<file path="src/rtl/spi_fpu_bridge.sv">
// spi_fpu_bridge: SPI mode-0 slave that frames commands for an arithmetic core and reads back results
// Ports:
//   clk, rst                 system clock, synchronous active-high reset
//   sclk, cs_n, mosi, miso   SPI slave pins (inputs asynchronous, oversampled in clk domain)
//   op_valid/op_ready        command handshake to the core, with op_code, op_a, op_b
//   res_valid                one-cycle result strobe from the core, with res_data, res_flags
module spi_fpu_bridge #(
    parameter int DATA_W  = 32,
    parameter int TIMEOUT = 64,
    parameter int SYNC_N  = 2
) (
    input  logic              clk,
    input  logic              rst,
    input  logic              sclk,
    input  logic              cs_n,
    input  logic              mosi,
    output logic              miso,
    output logic              op_valid,
    input  logic              op_ready,
    output logic [6:0]        op_code,
    output logic [DATA_W-1:0] op_a,
    output logic [DATA_W-1:0] op_b,
    input  logic              res_valid,
    input  logic [DATA_W-1:0] res_data,
    input  logic [3:0]        res_flags
);
    localparam int FRAME_W = 8 + 2 * DATA_W;
    localparam int TX_W    = 8 + DATA_W;
    localparam int CW      = $clog2(FRAME_W + 2);
    localparam int TW      = $clog2(TIMEOUT + 1);

    typedef enum logic [1:0] {IDLE, ISSUE, WAIT} state_t;

    logic [SYNC_N-1:0]  sclk_sync_q, sclk_sync_d, cs_sync_q, cs_sync_d, mosi_sync_q, mosi_sync_d;
    logic               sclk_prev_q, sclk_prev_d, cs_prev_q, cs_prev_d;
    logic               active_q, active_d, rd_q, rd_d, miso_q, miso_d;
    logic [CW-1:0]      bit_cnt_q, bit_cnt_d;
    logic [FRAME_W-2:0] rx_q, rx_d;
    logic [7:0]         opc_q, opc_d;
    logic [TX_W-1:0]    tx_q, tx_d;
    state_t             state_q, state_d;
    logic               op_valid_q, op_valid_d;
    logic [6:0]         op_code_q, op_code_d;
    logic [DATA_W-1:0]  op_a_q, op_a_d, op_b_q, op_b_d, result_q, result_d;
    logic [3:0]         flags_q, flags_d;
    logic               done_q, done_d, tmo_q, tmo_d, rej_q, rej_d;
    logic [TW-1:0]      tmo_cnt_q, tmo_cnt_d;
    logic               sclk_s, cs_s, mosi_s, sclk_rise, sclk_fall, cs_rise, cs_fall;
    logic               accept, reject;
    logic [7:0]         opc_now, status;

    assign sclk_s    = sclk_sync_q[SYNC_N-1];
    assign cs_s      = cs_sync_q[SYNC_N-1];
    assign mosi_s    = mosi_sync_q[SYNC_N-1];
    assign sclk_rise = sclk_s & ~sclk_prev_q;
    assign sclk_fall = ~sclk_s & sclk_prev_q;
    assign cs_fall   = ~cs_s & cs_prev_q;
    // a frame only ends if one was seen to start, so reset mid-frame leaves the tail ignored
    assign cs_rise   = cs_s & ~cs_prev_q & active_q;
    assign opc_now   = {rx_q[6:0], mosi_s};
    assign accept    = cs_rise && bit_cnt_q == CW'(FRAME_W) && !opc_q[7] && state_q == IDLE;
    // anything with a full opcode byte that is not a READ and not accepted is refused
    assign reject    = cs_rise && bit_cnt_q >= CW'(8) && opc_q != 8'h80 && !accept;
    assign status    = {state_q != IDLE, done_q, tmo_q, rej_q, flags_q};

    assign miso     = miso_q;
    assign op_valid = op_valid_q;
    assign op_code  = op_code_q;
    assign op_a     = op_a_q;
    assign op_b     = op_b_q;

    always_comb begin
        sclk_sync_d = {sclk_sync_q[SYNC_N-2:0], sclk};
        cs_sync_d   = {cs_sync_q[SYNC_N-2:0], cs_n};
        mosi_sync_d = {mosi_sync_q[SYNC_N-2:0], mosi};
        sclk_prev_d = sclk_s;
        cs_prev_d   = cs_s;
        active_d    = active_q;
        rd_d        = rd_q;
        bit_cnt_d   = bit_cnt_q;
        rx_d        = rx_q;
        opc_d       = opc_q;
        tx_d        = tx_q;
        miso_d      = cs_s ? 1'b0 : miso_q;
        if (cs_fall) begin
            active_d  = 1'b1;
            rd_d      = 1'b0;
            bit_cnt_d = '0;
            opc_d     = '0;
        end else if (cs_rise) begin
            active_d = 1'b0;
            rd_d     = 1'b0;
        end else if (active_q && sclk_rise) begin
            rx_d      = {rx_q[FRAME_W-3:0], mosi_s};
            // saturate one past a full frame so overlong frames stay distinguishable
            bit_cnt_d = bit_cnt_q == CW'(FRAME_W + 1) ? bit_cnt_q : bit_cnt_q + CW'(1);
            if (bit_cnt_q == CW'(7)) begin
                opc_d = opc_now;
                if (opc_now == 8'h80) begin
                    rd_d = 1'b1;
                    tx_d = {status, result_q};
                end
            end
        end else if (rd_q && sclk_fall) begin
            miso_d = tx_q[TX_W-1];
            tx_d   = {tx_q[TX_W-2:0], 1'b0};
        end
    end

    always_comb begin
        state_d    = state_q;
        op_valid_d = op_valid_q;
        op_code_d  = op_code_q;
        op_a_d     = op_a_q;
        op_b_d     = op_b_q;
        result_d   = result_q;
        flags_d    = flags_q;
        done_d     = done_q;
        tmo_d      = tmo_q;
        rej_d      = rej_q;
        tmo_cnt_d  = tmo_cnt_q;
        case (state_q)
            IDLE: if (accept) begin
                state_d    = ISSUE;
                op_valid_d = 1'b1;
                op_code_d  = rx_q[FRAME_W-2 -: 7];
                op_a_d     = rx_q[2*DATA_W-1 -: DATA_W];
                op_b_d     = rx_q[DATA_W-1:0];
            end
            ISSUE: if (op_ready) begin
                state_d    = WAIT;
                op_valid_d = 1'b0;
                done_d     = 1'b0;
                tmo_d      = 1'b0;
                rej_d      = 1'b0;
                tmo_cnt_d  = '0;
            end
            WAIT: if (res_valid) begin
                state_d  = IDLE;
                result_d = res_data;
                flags_d  = res_flags;
                done_d   = 1'b1;
            end else if (tmo_cnt_q == TW'(TIMEOUT - 1)) begin
                state_d = IDLE;
                tmo_d   = 1'b1;
            end else begin
                tmo_cnt_d = tmo_cnt_q + TW'(1);
            end
            default: state_d = IDLE;
        endcase
        if (reject) rej_d = 1'b1;
    end

    always_ff @(posedge clk) begin
        if (rst) begin
            sclk_sync_q <= '0;
            cs_sync_q   <= '0;
            mosi_sync_q <= '0;
            sclk_prev_q <= 1'b0;
            cs_prev_q   <= 1'b0;
            active_q    <= 1'b0;
            rd_q        <= 1'b0;
            miso_q      <= 1'b0;
            bit_cnt_q   <= '0;
            rx_q        <= '0;
            opc_q       <= '0;
            tx_q        <= '0;
            state_q     <= IDLE;
            op_valid_q  <= 1'b0;
            op_code_q   <= '0;
            op_a_q      <= '0;
            op_b_q      <= '0;
            result_q    <= '0;
            flags_q     <= '0;
            done_q      <= 1'b0;
            tmo_q       <= 1'b0;
            rej_q       <= 1'b0;
            tmo_cnt_q   <= '0;
        end else begin
            sclk_sync_q <= sclk_sync_d;
            cs_sync_q   <= cs_sync_d;
            mosi_sync_q <= mosi_sync_d;
            sclk_prev_q <= sclk_prev_d;
            cs_prev_q   <= cs_prev_d;
            active_q    <= active_d;
            rd_q        <= rd_d;
            miso_q      <= miso_d;
            bit_cnt_q   <= bit_cnt_d;
            rx_q        <= rx_d;
            opc_q       <= opc_d;
            tx_q        <= tx_d;
            state_q     <= state_d;
            op_valid_q  <= op_valid_d;
            op_code_q   <= op_code_d;
            op_a_q      <= op_a_d;
            op_b_q      <= op_b_d;
            result_q    <= result_d;
            flags_q     <= flags_d;
            done_q      <= done_d;
            tmo_q       <= tmo_d;
            rej_q       <= rej_d;
            tmo_cnt_q   <= tmo_cnt_d;
        end
    end
endmodule

</file>
<file path="config.mk">
export PLATFORM = sky130hd
export DESIGN_NAME = spi_fpu_bridge
export DESIGN_NICKNAME = d
export VERILOG_FILES = /design/src/rtl/spi_fpu_bridge.sv
export SDC_FILE = /design/constraint.sdc
export NUM_CORES = 1
export LEC_CHECK = 0
export CORE_MARGIN = 8
export CORE_UTILIZATION = 45
export CTS_CLUSTER_DIAMETER = 200
export DETAILED_ROUTE_END_ITERATION = 12
export PLACE_DENSITY = 0.66
export SYNTH_ARGS = -nofsm -noshare
export SYNTH_HDL_FRONTEND = slang
export SYNTH_SLANG_ARGS = --single-unit
</file>
<file path="constraint.sdc">
create_clock -name clk -period 5.5 [get_ports clk]
set_clock_uncertainty 0.15 [all_clocks]
set_input_delay 1.1 -clock clk [delete_from_list [all_inputs] [get_ports clk]]
set_output_delay 1.1 -clock clk [all_outputs]
set_load 0.02 [all_outputs]
</file>
==> out/metrics.sh, run 1 <==
YOSYS.CELL_TYPES.COUNT=50
WORST_PATH_DOMINANT_CELL_FAMILY='buffers and inverters'
LAYOUT.CELLS.MOST_COMMON_LIST='nand2_1, dfxtp_1, a21oi_1, clkdlybuf4s50_1, nor2b_1'
LAYOUT.CELL_AREA.NON_FILLER_UM2=12200
STATUS='completed'
WORSTREG2REGEND='rx_q[35]'
H-TREE-DEPTH=1
LAYOUT-DRIVE-GT1-SHARE_PCT=7.73
CTS.SINKS=257
SYNTHESIS.NETS=1270
GRT_PASS1_VIAS=7703
GP_CONGESTION=0.783
REGISTER_AREA_UM2=5140
CTS.HOLD.BUFFERS_ADDED=0
SYN_TO_FINAL_GROWTH_PCT=20.4
POST_CTS_BUFFERS=0
LAYOUT_WORST_PATH_CYCLE_SHARE_PCT=50.7
GLOBAL_ROUTE.OVERFLOW_TOTAL=0
TIMING.CRITICAL_PATH.FANOUT_MAX=2
SYNTH_ENABLE_FLOP_CELLS=0
CRITPATHREQUIREDTIME_PS=4250
GRT_FIRST_PASS_WIRELENGTH_UM=38300
DETAIL_ROUTE.FIRST_PASS.ITERATIONS=4
MAX_FREQ_MHz=359
MAXSLEWHEADROOM_PCT=43.1
NUM_IO_PINS=116
CLOCK_PATH_BUFFERS=3
CRITPATHLAUNCHTYPE='flop'
DRT-VIAS-PER-INSTANCE=5.03
CRIT_PATH_BUFFERS_INVERTERS=1
START_UTIL_PCT=46.1
CORE_AREA_UM2=21900
TIMING_WORST_SLEW_PIN_VALUE_PS=851
NUM-NETS-FINAL=1337
ENDPOINT_KIND='output pin'
SYNTHESIS.INSTANCES=1223
MULTI_INPUT_COMB_AREA_UM2=4520
DRT_ITER0_MARKERS=569
CLOCK_NETWORK_LATENCY_TO_THE_LATER_PIN_OF_THE_WORST_SKEW_PAIR_PS=520
FINAL-INSTANCE-COUNT-EXCL-FILL=1587
CRITICAL_PATH_DEPTH=1
WORST-R2R-SETUP-SLACK_PS=2850
REPORT.POWER.TOTAL_mW=3.75
CRIT_TYPE='reg -> out'
DIE_HEIGHT_UM=166
RR_STARTPOINT='active_q'
PLACEMENT.SETUP.WORST_SLACK_PS=2210
PLACE.DETAILED.INSTANCES=1541
POWER-PER-CELL-AREA_nW_PER_UM2=309
LAYOUT.CELLS.MOST_COMMON='nand2_1'
CTS.ROOT.BUFFER_CELL='clkbuf_16'
FP-ROW-COUNT=54
POST_SYNTHESIS_INSTANCE_AREA_UM2=10100
ASYNC_RESET_FF_SHARE_PCT=0
RSZ_0062_RAISED_AFTER_GLOBAL_ROUTING='false'
SYNTH_AREA_PER_CELL_UM2=8.25
GRT_START_MAX_NET_PINS=137
CRITPATHLAUNCH='op_a[30]'
R2R_CELLS=6
POST_CTS_RESIZE_COUNT=0
CP-ENDPOINT='op_a[30]'
GROUTE.USAGE.OVERALL_PCT=15.7
HOLD_VIOL_FINAL=0
REPORT.FINAL.SLEW_VIOL_COUNT=0
NUM_ANTENNA_CELLS=0
MAX_STAGE_DELAY_PS=630
P_LEAK_nW=4.13
FP.DIEAREA_UM2=27500
ANTENNA_FOUND_INITIAL=0
NUMBER_OF_SYNTHESIZED_REGISTER_BITS=257
CP_CELL_SEQUENCE='clkdlybuf4s50_1'
MIN_DELAY_PATH_CLASS='reg -> reg'
FINAL_CRITICAL_PATH_SETUP_SLACK_PS=2710
TOTALWIRELENGTH_UM=22500
FINAL-SETUP-VIOL-COUNT=0
CTS_MADE_BUFFERS=27
DRT-WIRELENGTH-PER-CELL_UM=14.2
FINAL_PERIOD_MINUS_WORST_SETUP_SLACK_PS=2790
TIMING.CRITICAL_PATH.SLOWEST_STAGE_CELL='clkdlybuf4s50_1'
DETAIL_ROUTE.DRC_VIOLATIONS=0
WORST_HOLD_PATH_STARTPOINT='cs_sync_q[0]'
CAP_VIOL_MAX_COUNT=0
YS_WARN_COUNT=0
FIN_SETUP_TNS_PS=0
CLK_PIN_SLEW_PS=60
NUM_VIAS=7984
SHARE_OF_THE_CORE_FILLED_WITH_CELLS_IN_THE_FINAL_LAYOUT_PCT=55.5
PORT_BUFFERS=115
DP_HPWL_UM=13100
PLACEMENT.CELL_AREA_UM2=11300
SEQ_AREA_FRAC_SYNTH_PCT=51.0
IR_DROP_mV=0.218
DOMINANTREGCELLSYNTH='dfxtp_1'
N_FILL_CELL=2061
ANTENNA_LEFT=0
FINALHOLDWORSTSLACK_PS=280
TRITONCTS='yes'
DIE_W_UM=166
WORST_EP_ARRIVAL_TIME_PS=1540
[routing by layer]
layer | GRT usage, % | wire length (um) | vias to the layer above
li1 | - | - | 4137
met1 | 21.2 | 11000 | 3691
met2 | 24.9 | 9900 | 129
met3 | 3.69 | 1220 | 27
met4 | 3.92 | 390 | 0
met5 | 0 | 0 | -
[cell families after synthesis]
logic type	after synthesis	share of synthesized area, %
AND/OR/NAND/NOR	567	24.1
flip-flops	257	51.0
multiplexers	51	6.99
AO/OA/AOI/OAI	250	12.9
adder cells (fa/ha/maj)	4	0.496
XOR/XNOR	2	0.174
buffers and inverters	92	4.34
[Yosys cell counts (3+ instances only)]
cell type / count / share of area, %
nor2b_1: 47 / 2.9
nand3_1: 9 / 0.45
mux2_4: 39 / 5.8
and3b_1: 4 / 0.35
nand3b_1: 4 / 0.30
ha_1: 4 / 0.50
nor4_1: 3 / 0.19
or3_1: 6 / 0.37
dfxtp_1: 257 / 51
nand4_1: 5 / 0.31
clkbuf_1: 68 / 2.5
nor3_1: 4 / 0.20
nand2_1: 444 / 17
nor4b_1: 4 / 0.35
inv_1: 5 / 0.19
buf_2: 10 / 0.50
a21oi_1: 231 / 11
mux2i_1: 12 / 1.2
o21ai_0: 6 / 0.30
nor2_1: 21 / 0.78
buf_12: 4 / 0.79
buf_1: 3 / 0.11
[worst min path at each step]
stage                   end  cells after the start
6_report       cs_sync_q[1]                      1
5_1_grt        cs_sync_q[1]                      1
4_1_cts        cs_sync_q[1]                      1
3_5_place_dp   cs_sync_q[1]                      1
3_3_place_gp   cs_sync_q[1]                      1
2_1_floorplan  cs_sync_q[1]                      1
[state kept, by name, indices dropped and copies added, names as in the netlist, 4 cells and up]
name       count
op_b          32
tmo_cnt_q      7
op_a          32
flags_q        4
rx_q          71
result_q      32
tx_q          40
op_code        7
opc_q          8
bit_cnt_q      7
[power by group]
part	internal, mW	switching (mW)	leakage (nW)	total, mW
Combinational	0.0312	0.0443	1.62	0.0755
Clock	1.09	0.715	0.443	1.81
Sequential	1.86	0.00170	2.07	1.87
[layout make-up]
type	count	area share [%]
clock buffers	39	6.59
clock inverters	7	0.700
inverters	5	0.154
multi-input cells	874	37.2
flip-flops and latches	257	42.3
well taps	280	2.88
repair buffers	125	10.1
[worst reg2reg max path, cell delays in order (launching register included)]
cell	delay, ps
dfxtp_1	390
nand3b_1	90
buf_4	280
nor3_4	770
buf_4	580
nand2_1	130
a21oi_1	170
No activity file was read; power rests on OpenSTA's default activity.
==> run 2: changes to the inputs <==
==> constraint.sdc (replaced) <==
create_clock -name clk -period 2.7 [get_ports clk]
set_clock_uncertainty 0.15 [all_clocks]
set_input_delay 0.54 -clock clk [delete_from_list [all_inputs] [get_ports clk]]
set_output_delay 0.54 -clock clk [all_outputs]
set_load 0.02 [all_outputs]
==> out/metrics.sh, run 2 (synthesized netlist as in run 1, its figures left out) <==
STATUS='completed'  # unchanged
PLACE.DETAILED.INSTANCES=1550  # was 1541
CLOCK_PATH_BUFFERS=3  # unchanged
DP_HPWL_UM=13800  # was 13100 um
DRT-WIRELENGTH-PER-CELL_UM=14.2  # about the same
CAP_VIOL_MAX_COUNT=0  # unchanged
CRITPATHLAUNCHTYPE='flop'  # unchanged
ENDPOINT_KIND='output pin'  # unchanged
TIMING_WORST_SLEW_PIN_VALUE_PS=833  # was 851 ps
FINAL_PERIOD_MINUS_WORST_SETUP_SLACK_PS=2230
PLACEMENT.CELL_AREA_UM2=11400  # was 11300 um^2
MAXSLEWHEADROOM_PCT=43.0  # was 43.1%
LAYOUT_WORST_PATH_CYCLE_SHARE_PCT=82.5
RSZ_0062_RAISED_AFTER_GLOBAL_ROUTING='false'  # unchanged
CTS.SINKS=257  # unchanged
LAYOUT-DRIVE-GT1-SHARE_PCT=8.57  # was 7.73%
DETAILROUTE.WIRELENGTH.MET2_UM=10300  # was 9900 um
H-TREE-DEPTH=1  # unchanged
TOTALWIRELENGTH_UM=22700  # was 22500 um
WORST_HOLD_PATH_STARTPOINT='mosi_sync_q[0]'  # was cs_sync_q[0]
POWER-PER-CELL-AREA_nW_PER_UM2=632  # was 309 nW/um^2
DETAIL_ROUTE.DRC_VIOLATIONS=0  # unchanged
RR_STARTPOINT='bit_cnt_q[0]'  # was active_q
DRT_ITER0_MARKERS=562  # was 569
TIMING.CRITICAL_PATH.FANOUT_MAX=2  # unchanged
ANTENNA_LEFT=0  # unchanged
GRT_FIRST_PASS_WIRELENGTH_UM=38000  # was 38300 um
MAX_FLOP_REGISTER='rx_q'  # unchanged
CTS.HOLD.BUFFERS_ADDED=0  # unchanged
WORSTREG2REGEND='tx_q[8]'  # was rx_q[35]
START_UTIL_PCT=46.1  # unchanged
TOP_LAYER_USED='met4'  # unchanged
FINAL-INSTANCE-COUNT-EXCL-FILL=1598  # was 1587
LAYOUT.CELLS.MOST_COMMON_LIST='nand2_1, dfxtp_1, a21oi_1, clkdlybuf4s50_1, nor2b_1'  # unchanged
CRITPATHREQUIREDTIME_PS=2010  # was 4250 ps
LAYOUT.CELL_AREA.NON_FILLER_UM2=12300  # was 12200 um^2
GRT_START_MAX_NET_PINS=93  # was 137
POST_CTS_BUFFERS=0  # unchanged
CORE_AREA_UM2=21900  # unchanged
WORST-R2R-SETUP-SLACK_PS=520  # was 2850 ps
NUM-NETS-FINAL=1347  # was 1337
MAX_FREQ_MHz=449
WORST_EP_ARRIVAL_TIME_PS=1540  # about the same
NUM_VIAS=8085  # was 7984
DETAIL_ROUTE.FIRST_PASS.ITERATIONS=5  # was 4
NUM_ANTENNA_CELLS=0  # unchanged
GROUTE.USAGE.OVERALL_PCT=15.6  # was 15.7%
CTS_MADE_BUFFERS=28  # was 27
LAYOUT.CELLS.MOST_COMMON='nand2_1'  # unchanged
DRT-VIAS-PER-INSTANCE=5.06  # was 5.03
DETAILROUTE.WIRELENGTH.MET3_UM=1420  # was 1220 um
GP_CONGESTION=0.763  # was 0.783
TRITONCTS='yes'  # unchanged
HOLD_VIOL_FINAL=0  # unchanged
MET1WIRELENGTH_UM=10600  # was 11000 um
FINALHOLDWORSTSLACK_PS=282  # was 280 ps
MAX_STAGE_DELAY_PS=630  # about the same
WORST_PATH_DOMINANT_CELL_FAMILY='buffers and inverters'  # unchanged
BIGGESTREGSBYFLOPS='rx_q x71, tx_q x40'  # unchanged
TIMING.CRITICAL_PATH.SLOWEST_STAGE_CELL='clkdlybuf4s50_1'  # unchanged
MIN_DELAY_WORST_ENDPOINT='mosi_sync_q[1]'  # was cs_sync_q[1]
FIN_SETUP_TNS_PS=0  # unchanged
CTS.ROOT.BUFFER_CELL='clkbuf_16'  # unchanged
NUM_IO_PINS=116  # unchanged
GLOBAL_ROUTE.OVERFLOW_TOTAL=0  # unchanged
CLK_PIN_SLEW_PS=60  # about the same
GRT_PASS1_VIAS=7694  # was 7703
DIE_W_UM=166  # unchanged
MIN_DELAY_PATH_CLASS='reg -> reg'  # unchanged
P_LEAK_nW=4.21  # was 4.13 nW
FP.DIEAREA_UM2=27500  # unchanged
FINAL-SETUP-VIOL-COUNT=0  # unchanged
REPORT.FINAL.SLEW_VIOL_COUNT=0  # unchanged
POST_CTS_RESIZE_COUNT=0  # unchanged
CRIT_PATH_BUFFERS_INVERTERS=1  # unchanged
CLOCK_NETWORK_LATENCY_TO_THE_LATER_PIN_OF_THE_WORST_SKEW_PAIR_PS=530  # was 520 ps
HOLD-PATH-CELL-COUNT=1  # unchanged
ANTENNA_FOUND_INITIAL=0  # unchanged
IR_DROP_mV=0.444  # was 0.218 mV
SHARE_OF_THE_CORE_FILLED_WITH_CELLS_IN_THE_FINAL_LAYOUT_PCT=56.2  # was 55.5%
FP-ROW-COUNT=54  # unchanged
LARGEST_REG_FLOPS=71  # unchanged
CRIT_TYPE='reg -> out'  # unchanged
PORT_BUFFERS=115  # unchanged
R2R_CELLS=5  # was 6
SYN_TO_FINAL_GROWTH_PCT=22.0  # was 20.4%
DIE_HEIGHT_UM=166  # unchanged
CP_CELL_SEQUENCE='clkdlybuf4s50_1'  # unchanged
## run 2: cell count changes in the layout (fill, tap and decap cells not counted), sizes merged
cell / before / now
buf: 10 / 19
clkinvlp: 0 / 1
clkbuf: 40 / 41
## run 2: worst max path at each step
| stage | startpoint | endpoint | slack, ps | depth (start not counted) |
|---|---|---|---|---|
| final | op_a[31] | op_a[31] | 470 | 1 |
| after global routing | bit_cnt_q[3] | tx_q[9] | 330 | 4 |
| after CTS | op_a[31] | op_a[31] | 430 | 1 |
| after detailed placement | res_valid | tmo_cnt_q[0] | 270 | 5 |
| after global placement | res_valid | tmo_cnt_q[0] | 280 | 5 |
| after floorplan | rst | op_a[0] | 770 | 5 |
## run 2: layer usage
metal / vias to the layer above / global-route usage, %
met5: - / 0
met4: 0 / 3.37
met3: 30 / 4.47
met2: 137 / 25.4
met1: 3758 / 20.2
li1: 4160 / -
## run 2: final cells by class
cell class / instances / area (um^2)
well taps: 280 / 350
flip-flops and latches: 257 / 5140
clock buffers: 40 / 836
clock inverters: 8 / 104
repair buffers: 134 / 1340
inverters: 5 / 18.8
fillers: 2011 / 9580
multi-input cells: 874 / 4520
## run 2: power by group
part           internal (mW)  switching [mW]  total (mW)
combinational         0.0714          0.0929       0.164
sequential              3.80         0.00359        3.80
clock                   2.33            1.49        3.82
## run 2: stage by stage
| step | worst slack (ps) | power, mW |
|---|---|---|
| 3_5_place_dp | 268 | 4.05 |
| 3_3_place_gp | 280 | 4.05 |
| 4_1_cts | 428 | 7.90 |
| 2_1_floorplan | 772 | 3.96 |
| 6_report | 474 | 7.78 |
| 5_1_grt | 330 | 8.05 |
==> run 3: changes to the inputs <==
==> constraint.sdc (replaced) <==
create_clock -name clk -period 2.1 [get_ports clk]
set_clock_uncertainty 0.15 [all_clocks]
set_input_delay 0.42 -clock clk [delete_from_list [all_inputs] [get_ports clk]]
set_output_delay 0.42 -clock clk [all_outputs]
set_load 0.02 [all_outputs]
==> out/metrics.sh, run 3 (synthesized netlist as in run 1, its figures left out) <==
STATUS='completed'  # unchanged
GRT_USE_MET2_PCT=25.2  # was 25.4%
MIN_DELAY_PATH_CLASS='in -> reg'  # was reg -> reg
NUM_VIAS=8192  # was 8085
FINAL-SETUP-VIOL-COUNT=0  # unchanged
LARGEST_REG_FLOPS=71  # unchanged
CP_CELL_SEQUENCE='clkdlybuf4s50_1'  # unchanged
CRIT_PATH_BUFFERS_INVERTERS=1  # unchanged
BUSIEST_LAYER_IN_GLOBAL_ROUTING='met2'  # unchanged
NUM_ANTENNA_CELLS=0  # unchanged
TIMING_WORST_SLEW_PIN_VALUE_PS=515  # was 833 ps
CRITPATHREQUIREDTIME_PS=1530  # was 2010 ps
GRT_START_MAX_NET_PINS=86  # was 93
RSZ_0062_RAISED_AFTER_GLOBAL_ROUTING='false'  # unchanged
DRT_ITER0_MARKERS=500  # was 562
TRITONCTS='yes'  # unchanged
MAX_FREQ_MHz=489
PLACE.DETAILED.INSTANCES=1570  # was 1550
DETAIL_ROUTE.DRC_VIOLATIONS=0  # unchanged
CORE_AREA_UM2=21900  # unchanged
NUM_IO_PINS=116  # unchanged
MAX_FLOP_REGISTER='rx_q'  # unchanged
CLOCK_NETWORK_LATENCY_TO_THE_LATER_PIN_OF_THE_WORST_SKEW_PAIR_PS=530  # about the same
START_UTIL_PCT=46.1  # unchanged
N_FILL_CELL=2022  # was 2011
H-TREE-DEPTH=1  # unchanged
POWER-PER-CELL-AREA_nW_PER_UM2=770  # was 632 nW/um^2
FP.DIEAREA_UM2=27500  # unchanged
HOLD_VIOL_FINAL=0  # unchanged
LAYOUT-DRIVE-GT1-SHARE_PCT=9.36  # was 8.57%
MULTI_INPUT_COMB_AREA_UM2=4520  # unchanged
NUM-NETS-FINAL=1366  # was 1347
SYN_TO_FINAL_GROWTH_PCT=24.2  # was 22.0%
ENDPOINT_KIND='output pin'  # unchanged
WORST_EP_ARRIVAL_TIME_PS=1480  # was 1540 ps
CTS.HOLD.BUFFERS_ADDED=0  # unchanged
LAYOUT_WORST_PATH_CYCLE_SHARE_PCT=97.5
GROUTE.USAGE.OVERALL_PCT=15.8  # was 15.6%
CTS.ROOT.BUFFER_CELL='clkbuf_16'  # unchanged
IR_DROP_mV=0.562  # was 0.444 mV
WORST_PATH_DOMINANT_CELL_FAMILY='buffers and inverters'  # unchanged
R2R_CELLS=5  # unchanged
CTS_MADE_BUFFERS=27  # was 28
CRITICAL_PATH_DEPTH=1  # unchanged
CRITPATHLAUNCHTYPE='flop'  # unchanged
MAX_STAGE_DELAY_PS=610  # was 630 ps
GRT_FIRST_PASS_WIRELENGTH_UM=38400  # was 38000 um
HOLD-PATH-CELL-COUNT=2  # was 1
FINAL-INSTANCE-COUNT-EXCL-FILL=1616  # was 1598
PORT_BUFFERS=115  # unchanged
DIE_HEIGHT_UM=166  # unchanged
LAYOUT.CELLS.MOST_COMMON_LIST='nand2_1, dfxtp_1, a21oi_1, clkdlybuf4s50_1, nor2b_1'  # unchanged
BIGGESTREGSBYFLOPS='rx_q x71, tx_q x40'  # unchanged
TIMING.CRITICAL_PATH.SLOWEST_STAGE_CELL='clkdlybuf4s50_1'  # unchanged
ANTENNA_LEFT=0  # unchanged
REGISTER_AREA_UM2=5140  # unchanged
CRIT_TYPE='reg -> out'  # unchanged
DETAIL_ROUTE.FIRST_PASS.ITERATIONS=5  # unchanged
P_LEAK_nW=4.95  # was 4.21 nW
DRT-VIAS-PER-INSTANCE=5.07  # was 5.06
REPORT.POWER.TOTAL_mW=9.65  # was 7.78 mW
TOTALWIRELENGTH_UM=22700  # about the same
CLK_PIN_SLEW_PS=60  # about the same
CAP_VIOL_MAX_COUNT=0  # unchanged
GRT_PASS1_VIAS=7796  # was 7694
TIMING.CRITICAL_PATH.FANOUT_MAX=2  # unchanged
GRTUSAGEMET1_PCT=21.1  # was 20.2%
DP_HPWL_UM=14100  # was 13800 um
REPORT.FINAL.SLEW_VIOL_COUNT=0  # unchanged
MET3_USAGE_PCT=4.07  # was 4.47%
FP-ROW-COUNT=54  # unchanged
GP_CONGESTION=0.807  # was 0.763
CTS.SINKS=257  # unchanged
FINAL_PERIOD_MINUS_WORST_SETUP_SLACK_PS=2050
CLOCK_PATH_BUFFERS=3  # unchanged
GLOBAL_ROUTE.OVERFLOW_TOTAL=0  # unchanged
MAXSLEWHEADROOM_PCT=65.3  # was 43.0%
ANTENNA_FOUND_INITIAL=0  # unchanged
POST_CTS_BUFFERS=0  # unchanged
DRT-WIRELENGTH-PER-CELL_UM=14.0  # was 14.2 um
DIE_W_UM=166  # unchanged
LAYOUT.CELLS.MOST_COMMON='nand2_1'  # unchanged
-- run 3: cell types whose count changed in the layout (fill, tap and decap cells not counted), sizes merged --
cell | before | now
buf | 19 | 39
clkdlybuf4s50 | 114 | 66
dlygate4sd2 | 0 | 19
inv | 5 | 6
clkinv | 5 | 3
dlymetal6s2s | 0 | 29
bufinv | 2 | 1
-- run 3: worst paths after layout --
path | from | endpoint | slack [ps]
min | rst | result_q[17] | 90
max reg2reg | rx_q[0] | tx_q[34] | 120
min reg2reg | cs_sync_q[0] | cs_sync_q[1] | 290
max | op_a[10] | op_a[10] | 50
-- run 3: metrics by stage --
step,worst slack (ps),hold WS [ps],setup TNS (ps),instance area [um^2],util [%]
6_report,53.4,91.2,0,12500,57.2
5_1_grt,2.14,80.3,0,12500,57.2
4_1_cts,1.52,69.1,0,12500,56.9
3_5_place_dp,-49.4,271,-49.4,11600,53.2
3_3_place_gp,-49.1,276,-49.1,11600,53.2
2_1_floorplan,270,264,0,10100,-
-- run 3: routing by layer --
layer  vias to the layer above  wire [um]
met5                         -          0
met4                         0        335
met3                        30       1160
met2                       137      10200
met1                      3827      11000
li1                       4198          -
-- run 3: layout make-up --
class	instances	area share (%)
Tap cell	280	2.80
Clock inverter	6	0.579
Inverter	5	0.150
Timing Repair Buffer	154	13.2
Multi-Input combinational cell	874	36.1
Sequential cell	257	41.1
Clock buffer	40	6.10
-- run 3: worst reg2reg max path, delay by kind of cell, from the launching register on --
family | cells | cell delay [ps]
buffers and inverters | 1 | 170
AOI/OAI and AO/OA | 1 | 260
DFF | 1 | 310
muxes | 1 | 310
and+or+nand+nor | 2 | 670
-- run 3: power by group --
part           leakage (nW)  switching, mW  internal, mW  total (mW)
sequential             2.07        0.00455          4.88        4.89
clock                 0.408           1.91          2.64        4.55
combinational          2.47          0.121        0.0966       0.218
-- run 3: what timing repair did --
item,4_1_cts,5_1_grt
cloned,0,0
resized for setup,19,30
setup endpoints to repair,19,30
